[src/rtl/bayer_window_buffer.sv]
// bayer_window_buffer: KxK sliding pixel window fed one column per beat,
// with fill tracking, line framing and optional border replication.
//
// Ports:
//   clk, rst           clock, async active-high reset
//   in_valid/in_ready  column handshake (ready drops only while flushing)
//   in_sol/in_eol      first/last column of a line
//   in_col             new column, row r at [r*DATA_W +: DATA_W]
//   win                window, pixel (r,c) at [(r*WIN+c)*DATA_W +: DATA_W]
//   out_valid          win holds a complete window
//   out_sol/out_eol    first/last valid window of a line
module bayer_window_buffer #(
    parameter int DATA_W   = 10,
    parameter int WIN      = 3,
    parameter int PAD_MODE = 0
) (
    input  logic                       clk,
    input  logic                       rst,
    input  logic                       in_valid,
    output logic                       in_ready,
    input  logic                       in_sol,
    input  logic                       in_eol,
    input  logic [WIN*DATA_W-1:0]      in_col,
    output logic [WIN*WIN*DATA_W-1:0]  win,
    output logic                       out_valid,
    output logic                       out_sol,
    output logic                       out_eol
);

    localparam int HALF = WIN / 2;
    localparam int FW   = $clog2(WIN + 1);
    localparam int FLW  = (HALF < 1) ? 1 : $clog2(HALF + 1);
    localparam int CW   = WIN * DATA_W;
    localparam int WW   = WIN * WIN * DATA_W;

    typedef enum logic [0:0] {
        RUN   = 1'b0,
        FLUSH = 1'b1
    } state_t;

    state_t          state_q, state_d;
    logic [FW-1:0]   fill_q, fill_d;
    logic [FLW-1:0]  flush_q, flush_d;
    logic            sol_pend_q, sol_pend_d;
    logic [WW-1:0]   win_q, win_d;
    logic            valid_q, valid_d;
    logic            sol_q, sol_d;
    logic            eol_q, eol_d;

    logic            accept;
    logic            shift_en;
    logic            load_en;
    logic            pend;
    logic [CW-1:0]   new_col;
    logic [CW-1:0]   last_col;
    logic [FW-1:0]   fill_inc;
    logic [FW-1:0]   fill_n;

    // Ready is a decode of the registered state, so it is registered too.
    // Without padding the FSM never leaves RUN.
    assign in_ready  = (state_q == RUN);
    assign accept    = in_valid && in_ready;
    assign win       = win_q;
    assign out_valid = valid_q;
    assign out_sol   = sol_q;
    assign out_eol   = eol_q;

    assign fill_inc = (fill_q == FW'(WIN)) ? fill_q : fill_q + 1'b1;

    // Newest column of the current window, replicated during flush.
    always_comb begin
        last_col = '0;
        for (int r = 0; r < WIN; r++) begin
            last_col[r*DATA_W +: DATA_W] =
                win_q[(r*WIN + WIN - 1)*DATA_W +: DATA_W];
        end
    end

    always_comb begin
        state_d    = state_q;
        fill_d     = fill_q;
        flush_d    = flush_q;
        sol_pend_d = sol_pend_q;
        valid_d    = 1'b0;
        sol_d      = 1'b0;
        eol_d      = 1'b0;
        shift_en   = 1'b0;
        load_en    = 1'b0;
        pend       = 1'b0;
        new_col    = '0;
        fill_n     = fill_q;

        unique case (state_q)
            RUN: begin
                if (accept) begin
                    new_col = in_col;
                    if (in_sol && (PAD_MODE == 1)) begin
                        load_en = 1'b1;
                        fill_n  = FW'(HALF + 1);
                    end else if (in_sol) begin
                        shift_en = 1'b1;
                        fill_n   = FW'(1);
                    end else begin
                        shift_en = 1'b1;
                        fill_n   = fill_inc;
                    end
                    pend       = sol_pend_q || in_sol;
                    valid_d    = (fill_n == FW'(WIN));
                    sol_d      = valid_d && pend;
                    sol_pend_d = pend && !valid_d;
                    fill_d     = fill_n;
                    if (in_eol) begin
                        if (PAD_MODE == 1) begin
                            state_d = FLUSH;
                            flush_d = FLW'(HALF);
                        end else begin
                            eol_d  = valid_d;
                            fill_d = '0;
                        end
                    end
                end
            end
            FLUSH: begin
                new_col    = last_col;
                shift_en   = 1'b1;
                fill_n     = fill_inc;
                valid_d    = (fill_n == FW'(WIN));
                sol_d      = valid_d && sol_pend_q;
                sol_pend_d = sol_pend_q && !valid_d;
                fill_d     = fill_n;
                flush_d    = flush_q - 1'b1;
                if (flush_q == FLW'(1)) begin
                    eol_d   = valid_d;
                    fill_d  = '0;
                    state_d = RUN;
                end
            end
            default: begin
                state_d = RUN;
            end
        endcase
    end

    // Column shift / border load; rows are never mixed.
    always_comb begin
        win_d = win_q;
        for (int r = 0; r < WIN; r++) begin
            for (int c = 0; c < WIN; c++) begin
                if (load_en) begin
                    win_d[(r*WIN + c)*DATA_W +: DATA_W] =
                        new_col[r*DATA_W +: DATA_W];
                end else if (shift_en) begin
                    if (c < WIN - 1) begin
                        win_d[(r*WIN + c)*DATA_W +: DATA_W] =
                            win_q[(r*WIN + c + 1)*DATA_W +: DATA_W];
                    end else begin
                        win_d[(r*WIN + c)*DATA_W +: DATA_W] =
                            new_col[r*DATA_W +: DATA_W];
                    end
                end
            end
        end
    end

    always_ff @(posedge clk or posedge rst) begin
        if (rst) begin
            state_q    <= RUN;
            fill_q     <= '0;
            flush_q    <= '0;
            sol_pend_q <= 1'b0;
            win_q      <= '0;
            valid_q    <= 1'b0;
            sol_q      <= 1'b0;
            eol_q      <= 1'b0;
        end else begin
            state_q    <= state_d;
            fill_q     <= fill_d;
            flush_q    <= flush_d;
            sol_pend_q <= sol_pend_d;
            win_q      <= win_d;
            valid_q    <= valid_d;
            sol_q      <= sol_d;
            eol_q      <= eol_d;
        end
    end

endmodule
[config.mk]
export PLATFORM = sky130hd
export DESIGN_NAME = bayer_window_buffer
export DESIGN_NICKNAME = d
export VERILOG_FILES = /design/src/rtl/bayer_window_buffer.sv
export SDC_FILE = /design/constraint.sdc
export NUM_CORES = 1
export LEC_CHECK = 0
export ABC_AREA = 0
export BUFFER_PORTS_ARGS = -buffer_cell sky130_fd_sc_hd__buf_2
export CAP_MARGIN = 40
export CORE_MARGIN = 5
export CORE_UTILIZATION = 50
export CTS_BUF_LIST = sky130_fd_sc_hd__clkbuf_8 sky130_fd_sc_hd__clkbuf_16
export CTS_CLUSTER_SIZE = 16
export DETAILED_ROUTE_END_ITERATION = 16
export PLACE_DENSITY = 0.79
export SETUP_SLACK_MARGIN = 0.4
export SLEW_MARGIN = 0
export SYNTH_ARGS = -nofsm -noshare
export SYNTH_HDL_FRONTEND = slang
export SYNTH_SLANG_ARGS = --single-unit
[constraint.sdc]
create_clock -name clk -period 3.9 [get_ports clk]
set_input_delay 0.78 -clock clk [delete_from_list [all_inputs] [get_ports clk]]
set_output_delay 0.78 -clock clk [all_outputs]
set_load 0.02 [all_outputs]
# == Yosys cells after proc, flatten, opt, wreduce, memory -nomap -nowiden ==
# Index checks and enable logic that the tools add are counted.
# classes
n_bitwise,1
eq_ne,4
n_reduce_logical,9
muxes,24
addsub,2
# op_table
operator,count
2-to-1 mux 30 bit,2
2-to-1 mux 2 bit,7
one-hot mux 1 bit (2 select lines),5
2-to-1 mux 1 bit,9
equality test 2 bit (second input constant),3
logical AND 1 bit,5
one-hot mux 2 bit (2 select lines),1
adder 2 x 1 -> 2 bit (second input constant),1
logical NOT 1 bit,2
!= test 2 x 1 -> 1 bit (second input constant),1
AND reduction 2 bit,1
logical OR 1 bit,1
NOT 1 bit,1
subtractor 1 bit (second input constant),1
# totals
ff_bits,98
output_inout_bits,94
inputBits,35

# == Logic depth before layout (Yosys ltp) ==
# Gate-level depths: netlist of run 1.
# depth
word_depth,10
depth_mapped,4

# == Worst setup path before layout of run 1 ==
# No wires, ideal clock.
# synth_path
path_type,in2reg
from,input port in_valid
to,"register win_q[65], in the netlist win[65]"
t_required_ns,3.775
setup_slack_ns,2.278
t_arrival_ns,1.497
setup_ns,0.125
stages,3
cell_sequence,nor2_4 -> clkbuf_8 -> mux2_2
# synth_via
elab_chain_cells,3
# synth_rtl
element,line_no,source
start: declaration,19,"input logic in_valid,"
logical AND 1 bit,62,assign accept = in_valid && in_ready;
2-to-1 mux 1 bit,95,if (accept) begin
one-hot mux 1 bit (2 select lines),93,unique case (state_q)
end signal: assignment,180,win_q <= win_d;
end: declaration,45,"logic [WW-1:0] win_q, win_d;"
# Every way passes these cells.
# A chain may end at the register's enable or synchronous reset.

# == Worst setup path after layout of run 1 ==
# layout_path
from,register state_q
to,output port in_ready
# layout_via
elab_chain_cells,1
# layout_rtl
element,line_no,source
start: declaration,41,"state_t state_q, state_d;"
start signal: assignment,176,state_q <= state_d;
NOT 1 bit (no source line),--,
end: declaration,20,"output logic in_ready,"
# Every way passes these cells.

==> results of run 1 <==
-- area by class of cell --
type / instances / area (um2) / area share
well taps: 102 / 127.6 / 0.02665
inverters: 5 / 21.27 / 0.004441
flip-flops and latches: 98 / 2452 / 0.5120
repair buffers: 131 / 663.1 / 0.1385
clock inverters: 4 / 72.57 / 0.01515
clock buffers: 12 / 165.2 / 0.03448
multi-input cells: 110 / 1287 / 0.2688
-- through the flow --
step / hold WS, ns / std cells / total power, mW / utilization / worst slack [ns]
5_1_grt: 0.5213 / 462 / 2.676 / 0.6263 / 1.671
4_1_cts: 0.4963 / 462 / 2.586 / 0.6263 / 1.784
6_report: 0.4938 / 462 / 2.549 / 0.6263 / 1.794
2_1_floorplan: 0.4534 / 223 / 1.639 / - / 0.5579
3_3_place_gp: 0.4727 / 446 / 1.826 / 0.5952 / 1.743
3_5_place_dp: 0.4777 / 446 / 1.844 / 0.5952 / 1.685
-- worst paths after layout --
path	startpoint	endpoint	slack, ns	cells after the start
hold / removal	flush_q	flush_q	0.49	1
hold reg to reg	flush_q	flush_q	0.49	1
min in group asynchronous	rst	win[64]	0.58	3
max in group asynchronous	rst	win[41]	2.84	3
setup / recovery	state_q	in_ready	1.79	2
setup reg to reg	state_q	win[46]	1.97	3
-- Yosys cell counts, types with 2 or more instances --
| library cell | count | share of area |
|---|---|---|
| buf_12 | 3 | 0.015 |
| mux2_2 | 55 | 0.16 |
| nand2_1 | 2 | 0.0019 |
| mux2_4 | 33 | 0.13 |
| inv_1 | 4 | 0.0038 |
| mux2_1 | 2 | 0.0058 |
| clkbuf_8 | 2 | 0.0071 |
| dfrtp_1 | 98 | 0.63 |
| buf_6 | 5 | 0.014 |
| o22ai_1 | 2 | 0.0032 |
-- layout by cell type (no fill, tap or decap), types with 2 or more instances in the layout --
master	netlist	final
buf_2	0	128
clkbuf_8	2	12
mux2_1	2	2
inv_1	4	3
nand2_1	2	2
mux2_4	33	33
bufinv_16	0	2
o22ai_1	2	2
mux2_2	55	55
dfrtp_1	98	98
buf_4	0	3
-- registers in the layout, summed over array words and instances (netlist names) --
name,count
out_eol,1
out_sol,1
win,90
fill_q,2
state_q,1
out_valid,1
flush_q,1
sol_pend_q,1
-- layer usage --
metal / track usage / up-vias / routed length, um
met5: 0 / - / 0
met4: 0.04727 / 0 / 42
met3: 0.05643 / 2 / 495
met2: 0.2392 / 71 / 3501
met1: 0.1911 / 1102 / 3085
li1: - / 1039 / -
-- report_power, final --
part	leakage (nW)	switching (mW)	internal (mW)
combinational	1.12	0.319	0.248
sequential	1.16	0.0883	1.16
clock	0.119	0.324	0.413
-- cell families after synthesis --
logic type             share of synthesized area
XOR/XNOR                                0.002245
flip-flops                                0.6284
AO/OA/AOI/OAI                            0.01475
multiplexers                              0.2940
buffers and inverters                    0.04168
AND/OR/NAND/NOR                          0.01892
==> summary.md, run 1 <==
| Metric | Value |
|---|---|
| Die footprint | 0.009672 mm2 |
| Ant diodes | 0 |
| #FFs+latches synth | 98 |
| Fillcell total | 590 |
| Worst setup path class | flop to output port |
| CP Buf/Inv Count | 2 |
| Final setup violating endpoints | 0 |
| Share of the yosys chip area belonging to registers | 0.6284 |
| DRC violations left | 0 |
| Max_cap viols | 0 |
| H-tree depth | 3 |
| Crit path DAT | 1.33 ns |
| Post-CTS Setup Bufs | 0 |
| Initial Util | 0.5103 |
| Final Cycle Share | 0.5400 |
| Post-Syn Area per Cell | roughly 17 um2 |
| Vias/cell | between 4 and 5 |
| First-pass GRT wire length | between 10000 and 15000 um |
| Final WL | ~7100 um |
| Chip Height | just under 100 um |
| Hold WC Path Type | flop to flop |
| Post-DRT Antenna Nets | 0 |
| Placed Area | approximately 0.0046 mm2 |
| Yosys cell types | 27 |
| RSZ-0062 raised after global routing | no |
| Worst-skew pair later-pin latency | between 0.3 and 0.4 ns |
| Layout cell share with drive strength beyond 1 | 0.6639 |
| Relative slew slack | 0.4840 |
| Buffers on Ports | between 100 and 150 |
| Async SR Flop Fraction | 1.000 |
| Wire per inst | around 15 um |
| Pwr per Cell Area | around 530 mW/mm2 |
| Total gr overflow | 0 |
| Minimum clock period | 2.106 ns |
| NumNets Final | a little under 400 |
| Maximum clock rate | approximately 0.47 GHz |
| Ys Warns | 0 |
| Placer Congestion | 0.7439 |
| Synth Instances | approximately 220 |
| Post-synth EDFFs | 0 |
| CP Max Fanout | 11 |
| Largest net degree at the start of global routing | 62 |
| Fin Setup TNS | 0 ns |
| Layout area overhead | 22.73% |
| CP max-delay cell | dfrtp_1 |
| First-pass detailed-route iteration total | 4 |
| Total clock sinks | slightly below 100 |
| Clock Skew | 0.009481 ns |
| Final hold vios | 0 |
| Synthesized cell area | about 0.0039 mm2 |
| IO Count | between 100 and 150 |
| Maximum VDD drop | 0.0002840 V |
| Maximum clock insertion buffer count | 2 |
| Crit path capture type | output port |
| Detailed placement HPWL | between 4000 and 5000 um |
| Root buf cell | clkbuf_8 |
| Leakage dissipation | about 2.4 nW |
| Slowest cell delay on critical path | 0.68 ns |
| CTS clk-pin slew, worst paths | about 0.090 ns |
| DRT iter0 DRCs | 36 |
| Critical-path cell list | inv_1 -> buf_2 |
| Vias in the first global route | around 2400 |
| Num CTS Buffers | 9 |
| Die X | just under 100 um |
| Syn Nets | 258 |
| Initial antenna violation count | 0 |
| Std-Cell Rows | 32 |
| CTS tree | yes |
| GR Util All Layers | 0.1502 |
| CORE AREA | 0.007647 mm2 |
| Worst-Margin Slew | 0.7740 ns |
| CP Data Required Time | roughly 3.1 ns |
| Synth Flop Type | dfrtp_1 |
| Outcome | completed |
| Family with the most delay on the worst path | flip-flops |
| Post_cts resized | 0 |
| Worst setup SP type | flop |
| Number of hold buffers added after cts | 0 |
| Post-Layout Inst Area | 0.004790 mm2 |
| Max Slew Vio Count | 0 |
| DR vias | around 2200 |
No activity file was read; power rests on OpenSTA's default activity.
==> inputs of run 2 (changes only) <==
--- a/config.mk
+++ b/config.mk
@@ -5,15 +5,15 @@
 export SDC_FILE = /design/constraint.sdc
 export NUM_CORES = 1
 export LEC_CHECK = 0
-export ABC_AREA = 0
+export ABC_AREA = 1
 export BUFFER_PORTS_ARGS = -buffer_cell sky130_fd_sc_hd__buf_2
 export CAP_MARGIN = 40
 export CORE_MARGIN = 5
-export CORE_UTILIZATION = 50
+export CORE_UTILIZATION = 44
 export CTS_BUF_LIST = sky130_fd_sc_hd__clkbuf_8 sky130_fd_sc_hd__clkbuf_16
 export CTS_CLUSTER_SIZE = 16
 export DETAILED_ROUTE_END_ITERATION = 16
-export PLACE_DENSITY = 0.79
+export PLACE_DENSITY = 0.75
 export SETUP_SLACK_MARGIN = 0.4
 export SLEW_MARGIN = 0
 export SYNTH_ARGS = -nofsm -noshare
==> constraint.sdc (replaced) <==
create_clock -name clk -period 1.86 [get_ports clk]
set_input_delay 0.372 -clock clk [delete_from_list [all_inputs] [get_ports clk]]
set_output_delay 0.372 -clock clk [all_outputs]
set_load 0.02 [all_outputs]
==> run 2 against run 1 <==
  * Wire length up 22%
  * Combinational power up 58%
  * Hold slack worse by 0.39 ns
  * Non-clock buffer count up 6
  * Clock skew about the same
  * First-iteration DRC count rose to 5.0 times the previous value
  * Die area up 6.6%
  * Largest cell class unchanged
  * Largest power group unchanged
==> summary.md, run 2 <==
| Metric | Value |
|---|---|
| CP Buf/Inv Count | 2 (unchanged) |
| Post-synth top area cell | dfrtp_1 (unchanged) |
| Initial antenna violation count | 0 (unchanged) |
| Placer Congestion | 0.8658 (was 0.7439) |
| Buffers on Ports | 128 (unchanged) |
| Fin Setup TNS | 0 ns (unchanged) |
| Critical Path Source | state_q (unchanged) |
| Syn Nets | 429 (was 258) |
| DRC violations left | 0 (unchanged) |
| Commonest cells post-synth | 165 x nand2_1, 98 x dfrtp_1, 62 x o21ai_0, 39 x inv_1, 7 x buf_2 (was 98 x dfrtp_1, 55 x mux2_2, 33 x mux2_4, 5 x buf_6, 4 x inv_1) |
| #FFs+latches synth | 98 (unchanged) |
| Detailed placement HPWL | 6025 um (was 4931 um) |
| Final hold vios | 0 (unchanged) |
| Met2 wire length | 3932 um (was 3501 um) |
| DR top layer | met4 (unchanged) |
| Hold WC Path Type | primary input to asynchronous set/reset pin (was flop to flop) |
| Slowest cell delay on critical path | 0.43 ns (was 0.68 ns) |
| Ant diodes | 0 (unchanged) |
| Die X | 101.5 um (was 98.35 um) |
| Ys Warns | 0 (unchanged) |
| Wire per inst | 13.67 um (was 15.42 um) |
| Vias in the first global route | 2935 (was 2371) |
| CP Data Required Time | 1.49 ns (was 3.12 ns) |
| Layout area overhead | 27.59% (was 22.73%) |
| Initial Util | 0.4510 (was 0.5103) |
| Commonest non-fill, non-tap cell in the layout | nand2_1 (was buf_2) |
| CP max-delay cell | dfrtp_2 (was dfrtp_1) |
| DRT iter0 DRCs | 181 (was 36) |
| Number of hold buffers added after cts | 0 (unchanged) |
| Layout cell share with drive strength beyond 1 | 0.2987 (was 0.6639) |
| Async SR Flop Fraction | 1.000 (unchanged) |
| Std-Cell Rows | 33 (was 32) |
| Num CTS Buffers | 9 (unchanged) |
| Crit path DAT | 1.02 ns (was 1.33 ns) |
| CORE AREA | 0.008175 mm2 (was 0.007647 mm2) |
| Total clock sinks | 98 (unchanged) |
| Post-synth EDFFs | 0 (unchanged) |
| Most frequent cell after synthesis | nand2_1 (was dfrtp_1) |
| First-pass GRT wire length | 14230 um (was 11700 um) |
| Critical-path cell list | inv_2 -> buf_4 (was inv_1 -> buf_2) |
| Top cell type's share of synthesized area | 0.6651 (was 0.6284) |
| Post-Syn Area per Cell | 9.359 um2 (was 17.50 um2) |
| Final WL | 8667 um (was 7125 um) |
| Maximum clock insertion buffer count | 2 (unchanged) |
| Total gr overflow | 0 (unchanged) |
| Synth Flop Type | dfrtp_1 (unchanged) |
| R2r setup slk | 0.52 ns (was 1.97 ns) |
| Reg2Reg Depth | 4 (was 3) |
| DR WL met3 | 767 um (was 495 um) |
| Share of the yosys chip area belonging to registers | 0.6651 (was 0.6284) |
| PnR Total Power | 4.892 mW (was 2.549 mW) |
| H-tree depth | 3 (unchanged) |
| First-pass detailed-route iteration total | 4 (unchanged) |
| Max_cap viols | 0 (unchanged) |
| Reg2Reg Capture Point | win[67] (was win[46]) |
| Crit path capture type | output port (unchanged) |
| Synth Instances | 394 (was 223) |
| Reg area | 0.002454 mm2 (was 0.002452 mm2) |
| GR Util All Layers | 0.1755 (was 0.1502) |
| Chip Height | 101.5 um (was 98.35 um) |
| Worst-Margin Slew | 0.5254 ns (was 0.7740 ns) |
| Worst setup path class | flop to output port (unchanged) |
| CTS clk-pin slew, worst paths | 0.10 ns (was 0.09 ns) |
| Post-DRT Antenna Nets | 0 (unchanged) |
| Final setup violating endpoints | 0 (unchanged) |
| Fillcell total | 758 (was 590) |
| DR vias | 2972 (was 2214) |
| Outcome | completed (unchanged) |
| Met1 Wirelength | 3880 um (was 3085 um) |
| CTS tree | yes (unchanged) |
| Commonest non-fill, non-tap cells in the layout | 165 x nand2_1, 127 x buf_2, 97 x dfrtp_1 (was 128 x buf_2, 98 x dfrtp_1, 55 x mux2_2) |
| Die footprint | 0.01031 mm2 (was 0.009672 mm2) |
| Worst setup SP type | flop (unchanged) |
| Minimum clock period | 1.395 ns |
| Pwr per Cell Area | 1040 mW/mm2 (was 532.1 mW/mm2) |
| IO Count | 129 (unchanged) |
| Synthesized cell area | 0.003687 mm2 (was 0.003902 mm2) |
| NumNets Final | 559 (was 390) |
| Synth top area cells | dfrtp_1 67%, nand2_1 17%, o21ai_0 8.4%, inv_1 4.0%, buf_4 1.0% (was dfrtp_1 63%, mux2_2 16%, mux2_4 13%, buf_12 1.5%, buf_6 1.4%) |
| Maximum VDD drop | 0.0004610 V (was 0.0002840 V) |
| Final Cycle Share | 0.7499 |
| Maximum clock rate | between 0.7 and 0.8 GHz |
| Clock Skew | 0.009658 ns (was 0.009481 ns) |
| Leakage dissipation | 2.634 nW (was 2.400 nW) |
| Root buf cell | clkbuf_8 (unchanged) |
| Worst-skew pair later-pin latency | 0.36 ns (was 0.34 ns) |
| Max reg flops | 90 (unchanged) |
| Relative slew slack | 0.6497 (was 0.4840) |
| Yosys cell types | 15 (was 27) |
| R2r startpoint | state_q (unchanged) |
| Multi-input gate area | 994.7 um2 (was 0.001287 mm2) |
| Family with the most delay on the worst path | flip-flops (unchanged) |
| RSZ-0062 raised after global routing | yes (was no) |
| Largest net degree at the start of global routing | 99 (was 62) |
| CP Max Fanout | 4 (was 11) |
| Max Slew Vio Count | 0 (unchanged) |
| Vias/cell | 4.688 (was 4.792) |
[run 2: cell types whose count changed in the layout (fill, tap and decap cells not counted), moves of 2 or more]
cell and delta:
mux2_4 -33, o21ai_0 +60, mux2_1 -2, mux2_2 -55, nand2_1 +163, inv_1 +35
clkbuf_8 -2, buf_12 +3, buf_4 +3, nor2_1 +4
[run 2: worst max-delay path by stage]
stage	endpoint	slack (ns)	cells after the start
floorplan	fill_q[0]	0.33	1
global placement	win[84]	0.49	5
detailed placement	win[84]	0.47	5
CTS	win[76]	0.45	5
global route	win[77]	0.39	6
finish	in_ready	0.47	2
[run 2: worst reg2reg max path, delay by kind of cell (launching register included)]
kind	cells	cell delay [ns]
buffers and inverters	2	0.46
flip-flops	1	0.43
AO/OA/AOI/OAI	1	0.19
AND/OR/NAND/NOR	1	0.14
[run 2: cells by family after synthesis]
logic type      synth area share
buf+inv                  0.06651
simple gates              0.1792
compound gates           0.08924
flops                     0.6651
[run 2: per-layer routing]
| layer | global-route usage | up-vias |
|---|---|---|
| met5 | 0 | - |
| met4 | 0.05828 | 0 |
| met3 | 0.05716 | 6 |
| met2 | 0.2626 | 109 |
| met1 | 0.2430 | 1388 |
| li1 | - | 1469 |
[run 2: metrics by stage]
step,instances,cell area (um2),worst slack [ns],util,hold WS (ns)
6_report,634,4705,0.4651,0.5755,0.1081
5_1_grt,634,4705,0.3918,0.5755,0.1886
4_1_cts,632,4686,0.4514,0.5732,0.1668
3_5_place_dp,614,4448,0.4733,0.5441,0.4636
3_3_place_gp,614,4448,0.4944,0.5441,0.4626
2_1_floorplan,394,3691,0.3264,-,0.4389
[run 2: where the power goes]
group | total (mW) | switching (mW) | leakage (nW) | internal, mW
logic | 0.897 | 0.606 | 1.30 | 0.290
registers | 2.51 | 0.151 | 1.22 | 2.35
clock network | 1.49 | 0.705 | 0.113 | 0.785
total | 4.89 | 1.46 | 2.63 | 3.43
[run 2: area by class of cell]
type,count,share of cell area
Clock buffer,10,0.02926
Clock inverter,6,0.01729
Inverter,40,0.03271
Multi-Input combinational cell,238,0.2114
Sequential cell,98,0.5215
Tap cell,105,0.02793
Timing Repair Buffer,137,0.1598
[run 2: repair_timing]
item / CTS / global route
pin swaps: 0 / 1
setup buffers: 2 / 2
endpoints found under the setup margin: 1 / 16
resized for setup: 3 / 2
